## src/rtl/sys_host_master.sv

```systemverilog
// rtl/sys_host_master.sv - bus initiator driving a full systolic job over the ren/wen RAM bus
// Loads A/B operands from a word stream, kicks the control register, polls status, streams results out.
module sys_host_master #(
    parameter logic [15:0] A_BASE    = 16'h0000,
    parameter logic [15:0] B_BASE    = 16'h0100,
    parameter int          N_WORDS   = 8,
    parameter logic [15:0] CTRL_ADR  = 16'h0200,
    parameter logic [15:0] STAT_ADR  = 16'h0201,
    parameter logic [15:0] RES_BASE  = 16'h0300,
    parameter int          RES_WORDS = 4,
    parameter int          POLL_MAX  = 1024
) (
    input  logic        clk,
    input  logic        rst,
    input  logic        cmd_go,
    input  logic [7:0]  cmd_cntr,
    output logic        busy,
    output logic        done,
    output logic        timeout,
    input  logic        in_valid,
    output logic        in_ready,
    input  logic [15:0] in_data,
    output logic        out_valid,
    input  logic        out_ready,
    output logic [15:0] out_data,
    output logic        ren,
    output logic [15:0] ibus_radr,
    input  logic [15:0] ibus_rdata,
    output logic        wen,
    output logic [15:0] ibus_wadr,
    output logic [15:0] ibus_wdata
);

    localparam int IW = $clog2(N_WORDS + 1);
    localparam int RW = $clog2(RES_WORDS + 1);
    localparam int PW = $clog2(POLL_MAX + 1);

    typedef enum logic [3:0] {
        S_IDLE      = 4'd0,
        S_LOAD_A    = 4'd1,
        S_LOAD_B    = 4'd2,
        S_KICK      = 4'd3,
        S_POLL_RD   = 4'd4,
        S_POLL_WAIT = 4'd5,
        S_READ_RD   = 4'd6,
        S_READ_WAIT = 4'd7,
        S_OUT_HOLD  = 4'd8,
        S_DONE      = 4'd9
    } state_t;

    state_t          r_state;
    state_t          w_next;
    logic [IW-1:0]   r_idx;
    logic [RW-1:0]   r_ridx;
    logic [PW-1:0]   r_poll_cnt;
    logic [7:0]      r_cntr;
    logic            r_timeout;
    logic [15:0]     r_out_data;
    logic            r_ld_wen;
    logic [15:0]     r_ld_wadr;
    logic [15:0]     r_ld_wdata;
    logic            w_in_hs;
    logic            w_a_last;
    logic            w_b_full;
    logic            w_poll_exhausted;
    logic            w_res_last;

    assign w_in_hs          = in_valid && in_ready;
    assign w_a_last         = (r_idx == IW'(N_WORDS - 1));
    assign w_b_full         = (r_idx == IW'(N_WORDS));
    assign w_poll_exhausted = (r_poll_cnt == PW'(POLL_MAX));
    assign w_res_last       = (r_ridx == RW'(RES_WORDS - 1));

    always_ff @(posedge clk) begin
        if (rst) begin
            r_state <= S_IDLE;
        end else begin
            r_state <= w_next;
        end
    end

    // LOAD_B lingers one cycle with in_ready low so the last operand write
    // and the control write never share a cycle.
    always_comb begin
        w_next = r_state;
        case (r_state)
            S_IDLE:      if (cmd_go) w_next = S_LOAD_A;
            S_LOAD_A:    if (w_in_hs && w_a_last) w_next = S_LOAD_B;
            S_LOAD_B:    if (w_b_full) w_next = S_KICK;
            S_KICK:      w_next = S_POLL_RD;
            S_POLL_RD:   w_next = S_POLL_WAIT;
            S_POLL_WAIT: begin
                if (ibus_rdata[0])          w_next = S_READ_RD;
                else if (w_poll_exhausted)  w_next = S_DONE;
                else                        w_next = S_POLL_RD;
            end
            S_READ_RD:   w_next = S_READ_WAIT;
            S_READ_WAIT: w_next = S_OUT_HOLD;
            S_OUT_HOLD:  if (out_ready) w_next = w_res_last ? S_DONE : S_READ_RD;
            S_DONE:      w_next = S_IDLE;
            default:     w_next = S_IDLE;
        endcase
    end

    always_comb begin
        busy       = (r_state != S_IDLE);
        done       = (r_state == S_DONE);
        timeout    = r_timeout;
        in_ready   = (r_state == S_LOAD_A) || ((r_state == S_LOAD_B) && !w_b_full);
        out_valid  = (r_state == S_OUT_HOLD);
        out_data   = r_out_data;
        ren        = 1'b0;
        ibus_radr  = 16'h0000;
        wen        = r_ld_wen;
        ibus_wadr  = r_ld_wen ? r_ld_wadr  : 16'h0000;
        ibus_wdata = r_ld_wen ? r_ld_wdata : 16'h0000;
        case (r_state)
            S_POLL_RD: begin
                ren       = 1'b1;
                ibus_radr = STAT_ADR;
            end
            S_READ_RD: begin
                ren       = 1'b1;
                ibus_radr = RES_BASE + 16'(r_ridx);
            end
            S_KICK: begin
                wen        = 1'b1;
                ibus_wadr  = CTRL_ADR;
                ibus_wdata = {8'h01, r_cntr};
            end
            default: ;
        endcase
    end

    always_ff @(posedge clk) begin
        if (rst) begin
            r_idx      <= '0;
            r_ridx     <= '0;
            r_poll_cnt <= '0;
            r_cntr     <= 8'h00;
            r_timeout  <= 1'b0;
            r_out_data <= 16'h0000;
            r_ld_wen   <= 1'b0;
            r_ld_wadr  <= 16'h0000;
            r_ld_wdata <= 16'h0000;
        end else begin
            r_ld_wen <= 1'b0;
            case (r_state)
                S_IDLE: begin
                    if (cmd_go) begin
                        r_cntr     <= cmd_cntr;
                        r_timeout  <= 1'b0;
                        r_idx      <= '0;
                        r_ridx     <= '0;
                        r_poll_cnt <= '0;
                    end
                end
                S_LOAD_A, S_LOAD_B: begin
                    if (w_in_hs) begin
                        r_ld_wen   <= 1'b1;
                        r_ld_wadr  <= ((r_state == S_LOAD_A) ? A_BASE : B_BASE) + 16'(r_idx);
                        r_ld_wdata <= in_data;
                        r_idx      <= ((r_state == S_LOAD_A) && w_a_last) ? '0 : r_idx + 1'b1;
                    end
                end
                S_POLL_RD: r_poll_cnt <= r_poll_cnt + 1'b1;
                S_POLL_WAIT: begin
                    if (!ibus_rdata[0] && w_poll_exhausted) r_timeout <= 1'b1;
                end
                S_READ_WAIT: r_out_data <= ibus_rdata;
                S_OUT_HOLD: begin
                    if (out_ready) r_ridx <= r_ridx + 1'b1;
                end
                default: ;
            endcase
        end
    end

endmodule
```

## config.mk

```make
export PLATFORM = sky130hd
export DESIGN_NAME = sys_host_master
export DESIGN_NICKNAME = d
export VERILOG_FILES = /design/src/rtl/sys_host_master.sv
export SDC_FILE = /design/constraint.sdc
export NUM_CORES = 1
export LEC_CHECK = 0
export BUFFER_PORTS_ARGS = -buffer_cell sky130_fd_sc_hd__buf_4
export CORE_MARGIN = 3
export CORE_UTILIZATION = 25
export DETAILED_ROUTE_END_ITERATION = 16
export GPL_TIMING_DRIVEN = 0
export SYNTH_ARGS = -nofsm -noshare
export SYNTH_HDL_FRONTEND = slang
export SYNTH_SLANG_ARGS = --single-unit
```

## constraint.sdc

```tcl
create_clock -name clk -period 2.35 [get_ports clk]
set_input_delay 0.1175 -clock clk [delete_from_list [all_inputs] [get_ports clk]]
set_output_delay 0.1175 -clock clk [all_outputs]
set_load 0.02 [all_outputs]
```

==> impl_metrics.yaml <==
drt:
  vias_per_cell: 4.74
  finalWirelength_mm: 10.4
  dr.first_iter.drc_count: 270
  wl_per_cell_um: 13.7
  vias: 3602
  ant_nets: 0
  firstDrtPassIters: 5
  drc_errors: 0
global_route:
  grt-ovfl-total: 0
  antenna_found_initial: 0
  grt_pass1_wl_mm: 16.8
  grt_pass1_vias: 3306
  grt_util_all_layers_pct: 12.9
  grt_max_degree: 14
layout:
  diodes: 0
  syn_to_final_growth_pct: 36.3
  nFillCells: 1437
  register_area_um2: 1380
  drive_above_1_share_pct: 26.7
  multi_input_area_um2: 1900
  finalNetCount: 630
setup_path:
  required_ns: 2.23
  path_class: "flip-flop to output pin"
  start_kind: "flip-flop"
  crit_path_end_kind: "output pin"
  cp_max_fo: 12
  cp_data_arrival_time_ns: 2.14
die:
  start_util_pct: 26.2
  dieHeight_um: 125
  die-area_um2: 15700
  design.core.area_um2: 13600
  fp-row-count: 42
  ios: 116
  die_x_um: 125
timing:
  hold_viol: 0
  final-setup-viol-count: 0
  fin_crit_sh_pct: 96.0
  max_slew.worst_pin.slew_ns: 0.658
  final.min_clock_period_ns: 2.26
  fmax_ghz: 0.443
  hold_slack_ns: 0.0263
  grt_setup_unrepaired: "true"
  finClkSkew_ns: 0.00788
  max-slew-margin-rel_pct: 55.0
  maxSlewViolCount: 0
placed_design:
  gp_congestion: 0.852
  placement.io_buffers: 92
  place_hpwl_mm: 7.94
cts:
  clock_latency_ns: 0.33
  cts_max_level: 3
  cts_tree: "done"
  root_buffer: "clkbuf_16"
  clockBufferDepth: 2
  clk_pin_slew_worst_paths_ns: 0.06
  hold_buffers: 0
  clock-sinks: 69
  cts_buffers: 9
yosys:
  ys_warn_count: 0
  avgSynthCellArea_um2: 7.80
  synth_seq_cells: 69
  synthCells: 457
  synth.yosys.seq_area_share_pct: 38.8
  ys_types: 59
  ys.flop_type: "dfxtp_1"
  syn_area_um2: 3560
  synthArstFlopShare_pct: 0
  synth_edf_count: 0
power_and_ir_drop:
  power.total_mw: 4.00
  leakage_nw: 1.95
  ir_drop_v: 0.000351
  power_density_nw_per_um2: 824
job:
  cap_violations: 0
status:
  status: "complete, no violations"
worst_hold_path:
  hp-class: "input port to flip-flop"
[worst max-delay path: stages, from the launching register on]
cell and delay, ns:
dfxtp_1 0.51, clkbuf_4 0.29, nor4bb_4 0.08, nor2b_1 0.54, and2_1 0.24, buf_4 0.14
[timing repair]
| action | CTS | global route |
|---|---|---|
| pin swaps | 1 | 1 |
| gates resized for setup | 6 | 2 |
| hold endpoints to repair | 0 | 0 |
| setup buffers | 0 | 1 |
| endpoints found under the setup margin | 24 | 16 |
| gates cloned | 0 | 0 |
[cell usage in the layout, fill, tap and decap left out, types with 3 or more instances in the layout]
cell type     n
a211oi_1      3
a21oi_1      59
a22oi_1       5
a311oi_1      3
and2_1       14
and3_1        3
buf_2         5
buf_4       119
clkbuf_1     20
clkbuf_16     9
clkinvlp_4    3
conb_1       21
dfxtp_1      69
ha_1          6
inv_1        17
nand2_1      77
nand2b_1      3
nand3_1      32
nand4_1       3
nor2_1        8
nor2b_1       4
nor3_1        7
nor4bb_1      3
o211ai_1      5
o21ai_0      32
or3_1         5
[where the power goes]
group          switching (mW)  internal (mW)  leakage, nW
registers              0.0677           1.29        0.559
clock network           0.532          0.715        0.128
logic                   0.876          0.523         1.26
[final cells by class]
class,count,area share (%)
tap,176,4.53
buffer,54,6.54
timing repair buffer,93,14.4
clock inverter,7,1.03
sequential,69,28.4
inverter,17,1.31
multi-input combinational,335,39.1
clock buffer,9,4.64
[cells by family after synthesis]
family | Yosys count | synth area share [%]
buf+inv | 73 | 10.8
mux | 1 | 0.281
flops | 69 | 38.8
compound gates | 124 | 20.5
other cells | 1 | 0.105
simple gates | 182 | 27.2
fa+ha+maj | 6 | 2.11
xor+xnor | 1 | 0.246
[registers in the layout (all words and copies together), names as in the netlist, 3 cells and up]
name	flops
out_data	16
r_cntr	8
r_idx	4
r_ld_wadr	5
r_ld_wdata	16
r_poll_cnt	11
r_ridx	3
r_state	4
[cells in the mapped netlist, drive strengths merged, types with 5 or more instances]
cell / instances / area (um2)
nand3: 33 / 178
or4b: 5 / 53.8
ha: 6 / 75.1
a22oi: 5 / 37.5
or3: 5 / 31.3
inv: 17 / 63.8
dfxtp: 69 / 1380
nor2: 9 / 36.3
nor3: 7 / 35.0
buf: 34 / 238
clkbuf: 22 / 82.6
o211ai: 5 / 37.5
a21oi: 59 / 295
and2: 14 / 87.6
o21ai: 32 / 160
nand2: 77 / 289
[worst paths after layout]
kind	cells past startpoint	slack (ns)	endpoint	startpoint
max	5	0.09	ibus_wdata[15]	r_state[3]
max reg2reg	6	0.33	timeout	r_state[3]
min	3	0.03	r_cntr[2]	cmd_cntr[2]
min reg2reg	2	0.46	r_cntr[0]	r_cntr[0]
[through the flow]
| stage | instances | instance area [um2] | TNS (ns) | setup slack [ns] | util [%] |
|---|---|---|---|---|---|
| 4_1_cts | 761 | 4860 | 0 | 0.00821 | 35.7 |
| 5_1_grt | 760 | 4860 | -0.0769 | -0.0198 | 35.7 |
| 3_3_place_gp | 745 | 4550 | -0.440 | -0.0736 | 33.4 |
| 2_1_floorplan | 477 | 3640 | 0 | 0.523 | - |
| 6_report | 760 | 4860 | 0 | 0.0936 | 35.7 |
| 3_5_place_dp | 745 | 4550 | -0.580 | -0.0902 | 33.4 |
[per-layer routing]
layer,vias up,track usage [%],wire [um],share of wire (%)
met4,0,2.74,78,0.75
li1,1810,-,-,-
met5,-,0,0,0
met1,1675,17.1,4830,46
met3,8,3.92,631,6.0
met2,109,20.8,4910,47
Note: power is estimated with default switching activity, not from simulation.
